**src/rtl/fetch_pkg.sv**
```systemverilog
// -----------------------------------------------------------------------------
// fetch_pkg
// Shared definitions for the instruction-fetch slice:
//   DEF_WIDTH / DEF_DEPTH : default instruction width and memory depth
//   fetch_state_t         : LOAD / RUN / DONE state encoding
//   NOP_BIT               : fill bit of the NOP word (NOP is all zeros)
// -----------------------------------------------------------------------------
package fetch_pkg;

  localparam int DEF_WIDTH = 8;
  localparam int DEF_DEPTH = 8;

  // The NOP word is this bit replicated across the instruction width.
  localparam logic NOP_BIT = 1'b0;

  typedef enum logic [1:0] {
    ST_LOAD = 2'd0,
    ST_RUN  = 2'd1,
    ST_DONE = 2'd2
  } fetch_state_t;

endpackage

```
**src/rtl/instr_fetch_if.sv**
```systemverilog
// -----------------------------------------------------------------------------
// instr_fetch_if
// Bundles the program-load, hazard-control and IF/ID signals of instr_fetch.
//   master : drives load_mode/load_valid/load_data/stall/flush/branch_target,
//            observes pc/ifid_instr/ifid_pc/ifid_valid/load_full/done
//   slave  : the fetch unit (opposite directions)
// -----------------------------------------------------------------------------
interface instr_fetch_if
  import fetch_pkg::*;
#(
  parameter int WIDTH = DEF_WIDTH,
  parameter int DEPTH = DEF_DEPTH
);
  localparam int AW = $clog2(DEPTH);

  logic             load_mode;
  logic             load_valid;
  logic [WIDTH-1:0] load_data;
  logic             stall;
  logic             flush;
  logic [AW-1:0]    branch_target;

  logic [AW-1:0]    pc;
  logic [WIDTH-1:0] ifid_instr;
  logic [AW-1:0]    ifid_pc;
  logic             ifid_valid;
  logic             load_full;
  logic             done;

  modport master (
    output load_mode, load_valid, load_data, stall, flush, branch_target,
    input  pc, ifid_instr, ifid_pc, ifid_valid, load_full, done
  );

  modport slave (
    input  load_mode, load_valid, load_data, stall, flush, branch_target,
    output pc, ifid_instr, ifid_pc, ifid_valid, load_full, done
  );

endinterface

```
**src/rtl/imem.sv**
```systemverilog
// -----------------------------------------------------------------------------
// imem
// DEPTH x WIDTH instruction register file, one synchronous write port and one
// combinational read port. Contents are never reset.
//   clk     : write clock
//   i_we    : write enable
//   i_waddr : write address
//   i_wdata : write data
//   i_raddr : read address
//   o_rdata : read data (combinational)
// -----------------------------------------------------------------------------
module imem
  import fetch_pkg::*;
#(
  parameter int WIDTH = DEF_WIDTH,
  parameter int DEPTH = DEF_DEPTH
) (
  input  logic                     clk,
  input  logic                     i_we,
  input  logic [$clog2(DEPTH)-1:0] i_waddr,
  input  logic [WIDTH-1:0]         i_wdata,
  input  logic [$clog2(DEPTH)-1:0] i_raddr,
  output logic [WIDTH-1:0]         o_rdata
);

  logic [WIDTH-1:0] r_mem [DEPTH];

  always_ff @(posedge clk) begin
    if (i_we) begin
      r_mem[i_waddr] <= i_wdata;
    end
  end

  assign o_rdata = r_mem[i_raddr];

endmodule

```
**src/rtl/instr_fetch.sv**
```systemverilog
// -----------------------------------------------------------------------------
// instr_fetch
// Program-loadable instruction fetch stage with an IF/ID pipeline register.
// LOAD fills imem sequentially; RUN fetches one word per cycle from pc with a
// one-cycle latency onto IF/ID; DONE parks after the last program word.
//   clk, rst_n : clock and asynchronous active-low reset
//   bus        : instr_fetch_if.slave
//                in : load_mode, load_valid, load_data, stall, flush,
//                     branch_target
//                out: pc, ifid_instr, ifid_pc, ifid_valid, load_full, done
// -----------------------------------------------------------------------------
module instr_fetch
  import fetch_pkg::*;
#(
  parameter int WIDTH = DEF_WIDTH,
  parameter int DEPTH = DEF_DEPTH
) (
  input  logic         clk,
  input  logic         rst_n,
  instr_fetch_if.slave bus
);

  localparam int               AW       = $clog2(DEPTH);
  localparam logic [AW:0]      FULL_LEN = (AW+1)'(DEPTH);
  localparam logic [WIDTH-1:0] NOP      = {WIDTH{NOP_BIT}};

  fetch_state_t     r_state;
  logic [AW-1:0]    r_pc;
  logic [AW-1:0]    r_load_ptr;
  logic [AW:0]      r_prog_len;
  logic [WIDTH-1:0] r_ifid_instr;
  logic [AW-1:0]    r_ifid_pc;
  logic             r_ifid_valid;
  logic             r_load_full;
  logic             r_done;

  logic             w_we;
  logic [WIDTH-1:0] w_rdata;
  logic             w_last;
  logic             w_tgt_beyond;
  logic             w_to_load;

  // Loads are accepted only in LOAD and only until the memory is full.
  assign w_we         = (r_state == ST_LOAD) && bus.load_valid && !r_load_full;
  // prog_len is nonzero whenever RUN is active, so the subtraction is safe.
  assign w_last       = ({1'b0, r_pc} == (r_prog_len - 1'b1));
  assign w_tgt_beyond = ({1'b0, bus.branch_target} >= r_prog_len);
  assign w_to_load    = bus.load_mode && (r_state != ST_LOAD);

  imem #(
    .WIDTH(WIDTH),
    .DEPTH(DEPTH)
  ) u_imem (
    .clk    (clk),
    .i_we   (w_we),
    .i_waddr(r_load_ptr),
    .i_wdata(bus.load_data),
    .i_raddr(r_pc),
    .o_rdata(w_rdata)
  );

  always_ff @(posedge clk or negedge rst_n) begin
    if (!rst_n) begin
      r_state      <= ST_LOAD;
      r_pc         <= '0;
      r_load_ptr   <= '0;
      r_prog_len   <= '0;
      r_ifid_instr <= '0;
      r_ifid_pc    <= '0;
      r_ifid_valid <= 1'b0;
      r_load_full  <= 1'b0;
      r_done       <= 1'b0;
    end else if (w_to_load) begin
      // Re-entering LOAD restarts the program; imem keeps its old words.
      r_state      <= ST_LOAD;
      r_pc         <= '0;
      r_load_ptr   <= '0;
      r_prog_len   <= '0;
      r_ifid_instr <= NOP;
      r_ifid_pc    <= '0;
      r_ifid_valid <= 1'b0;
      r_load_full  <= 1'b0;
      r_done       <= 1'b0;
    end else begin
      case (r_state)
        ST_LOAD: begin
          r_ifid_valid <= 1'b0;
          if (w_we) begin
            r_load_ptr <= r_load_ptr + 1'b1;
            r_prog_len <= r_prog_len + 1'b1;
            if (r_prog_len == (FULL_LEN - 1'b1)) begin
              r_load_full <= 1'b1;
            end
          end
          if (!bus.load_mode && (r_prog_len != '0)) begin
            r_state <= ST_RUN;
          end
        end

        ST_RUN: begin
          if (bus.flush) begin
            // Branch redirect wins over a stall and squashes IF/ID.
            r_ifid_instr <= NOP;
            r_ifid_pc    <= '0;
            r_ifid_valid <= 1'b0;
            r_pc         <= bus.branch_target;
            if (w_tgt_beyond) begin
              r_state <= ST_DONE;
              r_done  <= 1'b1;
            end
          end else if (!bus.stall) begin
            r_ifid_instr <= w_rdata;
            r_ifid_pc    <= r_pc;
            r_ifid_valid <= 1'b1;
            r_pc         <= r_pc + 1'b1;
            // done rises together with the last word appearing on IF/ID.
            if (w_last) begin
              r_state <= ST_DONE;
              r_done  <= 1'b1;
            end
          end
        end

        ST_DONE: begin
          r_ifid_valid <= 1'b0;
          r_done       <= 1'b1;
        end

        default: begin
          r_state <= ST_LOAD;
        end
      endcase
    end
  end

  assign bus.pc         = r_pc;
  assign bus.ifid_instr = r_ifid_instr;
  assign bus.ifid_pc    = r_ifid_pc;
  assign bus.ifid_valid = r_ifid_valid;
  assign bus.load_full  = r_load_full;
  assign bus.done       = r_done;

endmodule
```
**src/flat_wrapper.sv**
```systemverilog
// flat-port wrapper written by rule: the top's interface ports become plain ports
module instr_fetch_flat import fetch_pkg::*;
#(
  parameter int WIDTH = DEF_WIDTH,
  parameter int DEPTH = DEF_DEPTH
)
  (clk, rst_n, bus_load_mode, bus_load_valid, bus_load_data, bus_stall, bus_flush, bus_branch_target, bus_pc, bus_ifid_instr, bus_ifid_pc, bus_ifid_valid, bus_load_full, bus_done);
  instr_fetch_if #(.WIDTH(WIDTH), .DEPTH(DEPTH)) bus_i ();
  input  logic clk;
  input  logic rst_n;
  input wire logic [$bits(bus_i.load_mode)-1:0] bus_load_mode;
  input wire logic [$bits(bus_i.load_valid)-1:0] bus_load_valid;
  input wire logic [$bits(bus_i.load_data)-1:0] bus_load_data;
  input wire logic [$bits(bus_i.stall)-1:0] bus_stall;
  input wire logic [$bits(bus_i.flush)-1:0] bus_flush;
  input wire logic [$bits(bus_i.branch_target)-1:0] bus_branch_target;
  output wire logic [$bits(bus_i.pc)-1:0] bus_pc;
  output wire logic [$bits(bus_i.ifid_instr)-1:0] bus_ifid_instr;
  output wire logic [$bits(bus_i.ifid_pc)-1:0] bus_ifid_pc;
  output wire logic [$bits(bus_i.ifid_valid)-1:0] bus_ifid_valid;
  output wire logic [$bits(bus_i.load_full)-1:0] bus_load_full;
  output wire logic [$bits(bus_i.done)-1:0] bus_done;
  assign bus_i.load_mode = bus_load_mode;
  assign bus_i.load_valid = bus_load_valid;
  assign bus_i.load_data = bus_load_data;
  assign bus_i.stall = bus_stall;
  assign bus_i.flush = bus_flush;
  assign bus_i.branch_target = bus_branch_target;
  assign bus_pc = bus_i.pc;
  assign bus_ifid_instr = bus_i.ifid_instr;
  assign bus_ifid_pc = bus_i.ifid_pc;
  assign bus_ifid_valid = bus_i.ifid_valid;
  assign bus_load_full = bus_i.load_full;
  assign bus_done = bus_i.done;
  instr_fetch #(.WIDTH(WIDTH), .DEPTH(DEPTH)) u_core (.clk(clk), .rst_n(rst_n), .bus(bus_i));
endmodule
```
**config.mk**
```make
export PLATFORM = sky130hd
export DESIGN_NAME = instr_fetch_flat
export DESIGN_NICKNAME = d
export VERILOG_FILES = /design/src/rtl/fetch_pkg.sv /design/src/rtl/instr_fetch_if.sv /design/src/rtl/imem.sv /design/src/rtl/instr_fetch.sv /design/src/flat_wrapper.sv
export SDC_FILE = /design/constraint.sdc
export NUM_CORES = 1
export LEC_CHECK = 0
export CAP_MARGIN = 10
export CORE_MARGIN = 5
export CORE_UTILIZATION = 35
export DETAILED_ROUTE_END_ITERATION = 7
export PLACE_DENSITY_LB_ADDON = 0.05
export SLEW_MARGIN = 15
export SYNTH_ARGS = -nofsm -noshare
export SYNTH_HDL_FRONTEND = slang
export SYNTH_HIERARCHICAL = 1
export SYNTH_SLANG_ARGS = --single-unit
```
**constraint.sdc**
```tcl
create_clock -name clk -period 2.25 [get_ports clk]
set_clock_uncertainty 0.05 [all_clocks]
set_input_delay 0.3375 -clock clk [delete_from_list [all_inputs] [get_ports clk]]
set_output_delay 0.3375 -clock clk [all_outputs]
set_load 0.01 [all_outputs]
```
==> impl_metrics.yaml <==
global_route:
  grt_max_degree: 27
  grt_overflow_total: 0
  antenna_found_initial: 0
  grt_first_pass_wirelength_um: 12400
  grt_use_total_pct: 12.7
  grt_pass1_vias: 2234
floorplan:
  die_h_um: 115
  fp-row-count: 38
  die_area_um2: 13200
  core_um2: 10800
  fp.dieW_um: 115
  io_pins: 34
  start_util_pct: 35.6
synth:
  yosys_warnings: 6
  asyncSetResetFlopFracSynth_pct: 28.9
  synth.top_cell.area_share_pct: 49.8
  synth_cells: 227
  synth_top_cell_by_area: "edfxtp_1"
  synth-edff-count: 64
  synth_area_per_cell_um2: 17.0
  syn_nets: 251
  ys_ff_latch: 90
  ys.flop_type: "edfxtp_1"
  syn_area_um2: 3860
  post-synth-top-count-cell: "edfxtp_1"
  synthTopCellsByCount: "64 x edfxtp_1, 26 x dfrtp_1, 18 x nor2_1"
  ys_top_cells_by_area: "edfxtp_1 50%, dfrtp_1 17%, mux4_1 10%"
  synth_seq_area_share_pct: 66.6
  synth.distinct_cells: 41
timing:
  finalSetupViolCount: 0
  finalHoldViolCount: 0
  fin_crit_sh_pct: 88.3
  period_needed_ps: 1990
  worstMarginPinSlew_ps: 512
  fin_tns_setup_ps: 0
  fin_ws_ps: 263
  max_slew_margin_pct: 65.6
  rsz0062_at_grt: "no"
  final-max-slew-violation-count: 0
  fmaxAchievable_mhz: 503
final_layout:
  n_antenna_cell: 0
  fin_area_um2: 4750
  multi_input_area_um2: 1200
  area_growth_pct: 22.9
  utilization_pct: 43.8
  final_nets: 312
  area.sequential_um2: 2570
  final_layout_size_suffix_gt1_share_pct: 21.8
  fillers: 995
power:
  power.leakage_uw: 0.00178
  ir_drop_mv: 0.549
  finalPower_uw: 5350
  p_per_area_nw_per_um2: 1130
hold_path:
  worstHoldPathType: "in2async"
placement:
  dp_hpwl_um: 5420
  pre_cts_ws_ps: 47.6
  port_buffers: 33
  placed_area_um2: 4530
  place_congestion: 0.735
worst_setup_path:
  rr_worst_depth: 5
  crit_arrival_ps: 2010
  path_max_fanout: 6
  critical_path_required_ps: 2280
  cp-start-kind: "flip-flop"
  worstSetupPathType: "reg2reg"
  end_kind: "flip-flop"
route:
  vias: 2118
  drc: 0
  wl_per_cell_um: 18.0
  first_iter_violations: 93
  dr.pass1.iters: 4
  vias_per_cell: 4.89
  wirelength_um: 7780
  ant_nets: 0
run:
  drv_cap: 0
clocking:
  ctsHoldBuffers: 0
  cts_num_sinks: 90
  postCtsSetupBuffers: 0
  cts_tree: "yes"
  clockBufferDepth: 2
  cts_buffers: 9
  ctsHtreeMaxLevel: 3
  insertion_delay_ps: 360
  cts-root-buf: "clkbuf_8"
  clk_pin_slew_worst_paths_ps: 100
  ctsResizeCount: 0
status:
  status: "completed"
[worst max-delay path, cell delays in order (launching register included)]
cell and delay [ps]:
dfrtp_1 390, or2_1 330, nor3b_2 320, nand2b_1 170
nor3_2 240, buf_4 200
[cells by family (layout without fill, tap and decap cells)]
logic type	after synthesis	count (layout)	synth area share [%]
buffers and inverters	17	83	2.53
xor gates and xnor gates	10	10	2.27
adders and majority gates	7	7	2.27
AOI/OAI and AO/OA	26	26	5.25
muxes	27	27	13.9
DFF	90	90	66.6
and+or+nand+nor	50	50	7.16
[cell usage in the layout, fill, tap and decap left out, types with 8 or more instances in the layout]
cell type	count
a22o_1	11
mux2_2	8
clkdlybuf4s50_1	33
edfxtp_1	64
dfrtp_1	26
mux4_1	15
nand2_1	8
buf_4	28
clkbuf_8	9
nor2_1	18
[state kept, by name (all words and copies together) (netlist names)]
name	flops
u_core/r_state	2
u_core/r_prog_len	4
u_core/r_load_ptr	3
u_core/bus.done	1
u_core/u_imem/r_mem	64
u_core/bus.ifid_pc	3
u_core/bus.ifid_instr	8
u_core/bus.ifid_valid	1
u_core/bus.load_full	1
u_core/bus.pc	3
[power by group]
part           internal [µW]  switching (µW)
sequential              2060             143
combinational           1030             944
clock                    546             630
total                   3640            1720
[layer usage]
metal / GRT usage, % / routed length, µm / part of all wire, %
met1: 17.1 / 3720 / 48
met2: 20.2 / 3660 / 47
met3: 2.68 / 279 / 3.6
met4: 4.85 / 112 / 1.4
met5: 0 / 0 / 0
[per-stage QoR]
stage,hold slack [ps],instances
2_1_floorplan,-8.09,227
3_3_place_gp,438,417
3_5_place_dp,445,417
4_1_cts,302,433
5_1_grt,323,433
6_report,290,433
[worst paths after layout]
check	slack, ps	from	end
max	260	u_core/r_state[1]	u_core/u_imem/r_mem[0][3]
min in group clk	460	u_core/bus.ifid_pc[2]	u_core/bus.ifid_pc[2]
min	290	rst_n	u_core/r_state[1]
max in group asynchronous	1570	rst_n	u_core/bus.ifid_pc[0]
max reg2reg	260	u_core/r_state[1]	u_core/u_imem/r_mem[0][3]
min reg2reg	460	u_core/bus.ifid_pc[2]	u_core/bus.ifid_pc[2]
[layout make-up]
type                    count  area share (%)
inverters                   5           0.395
multi-input cells         120            25.3
flip-flops and latches     90            54.2
well taps                 140            3.69
repair buffers             62            11.8
clock inverters             7            2.00
clock buffers               9            2.61
(Power assumes the default switching activity.)
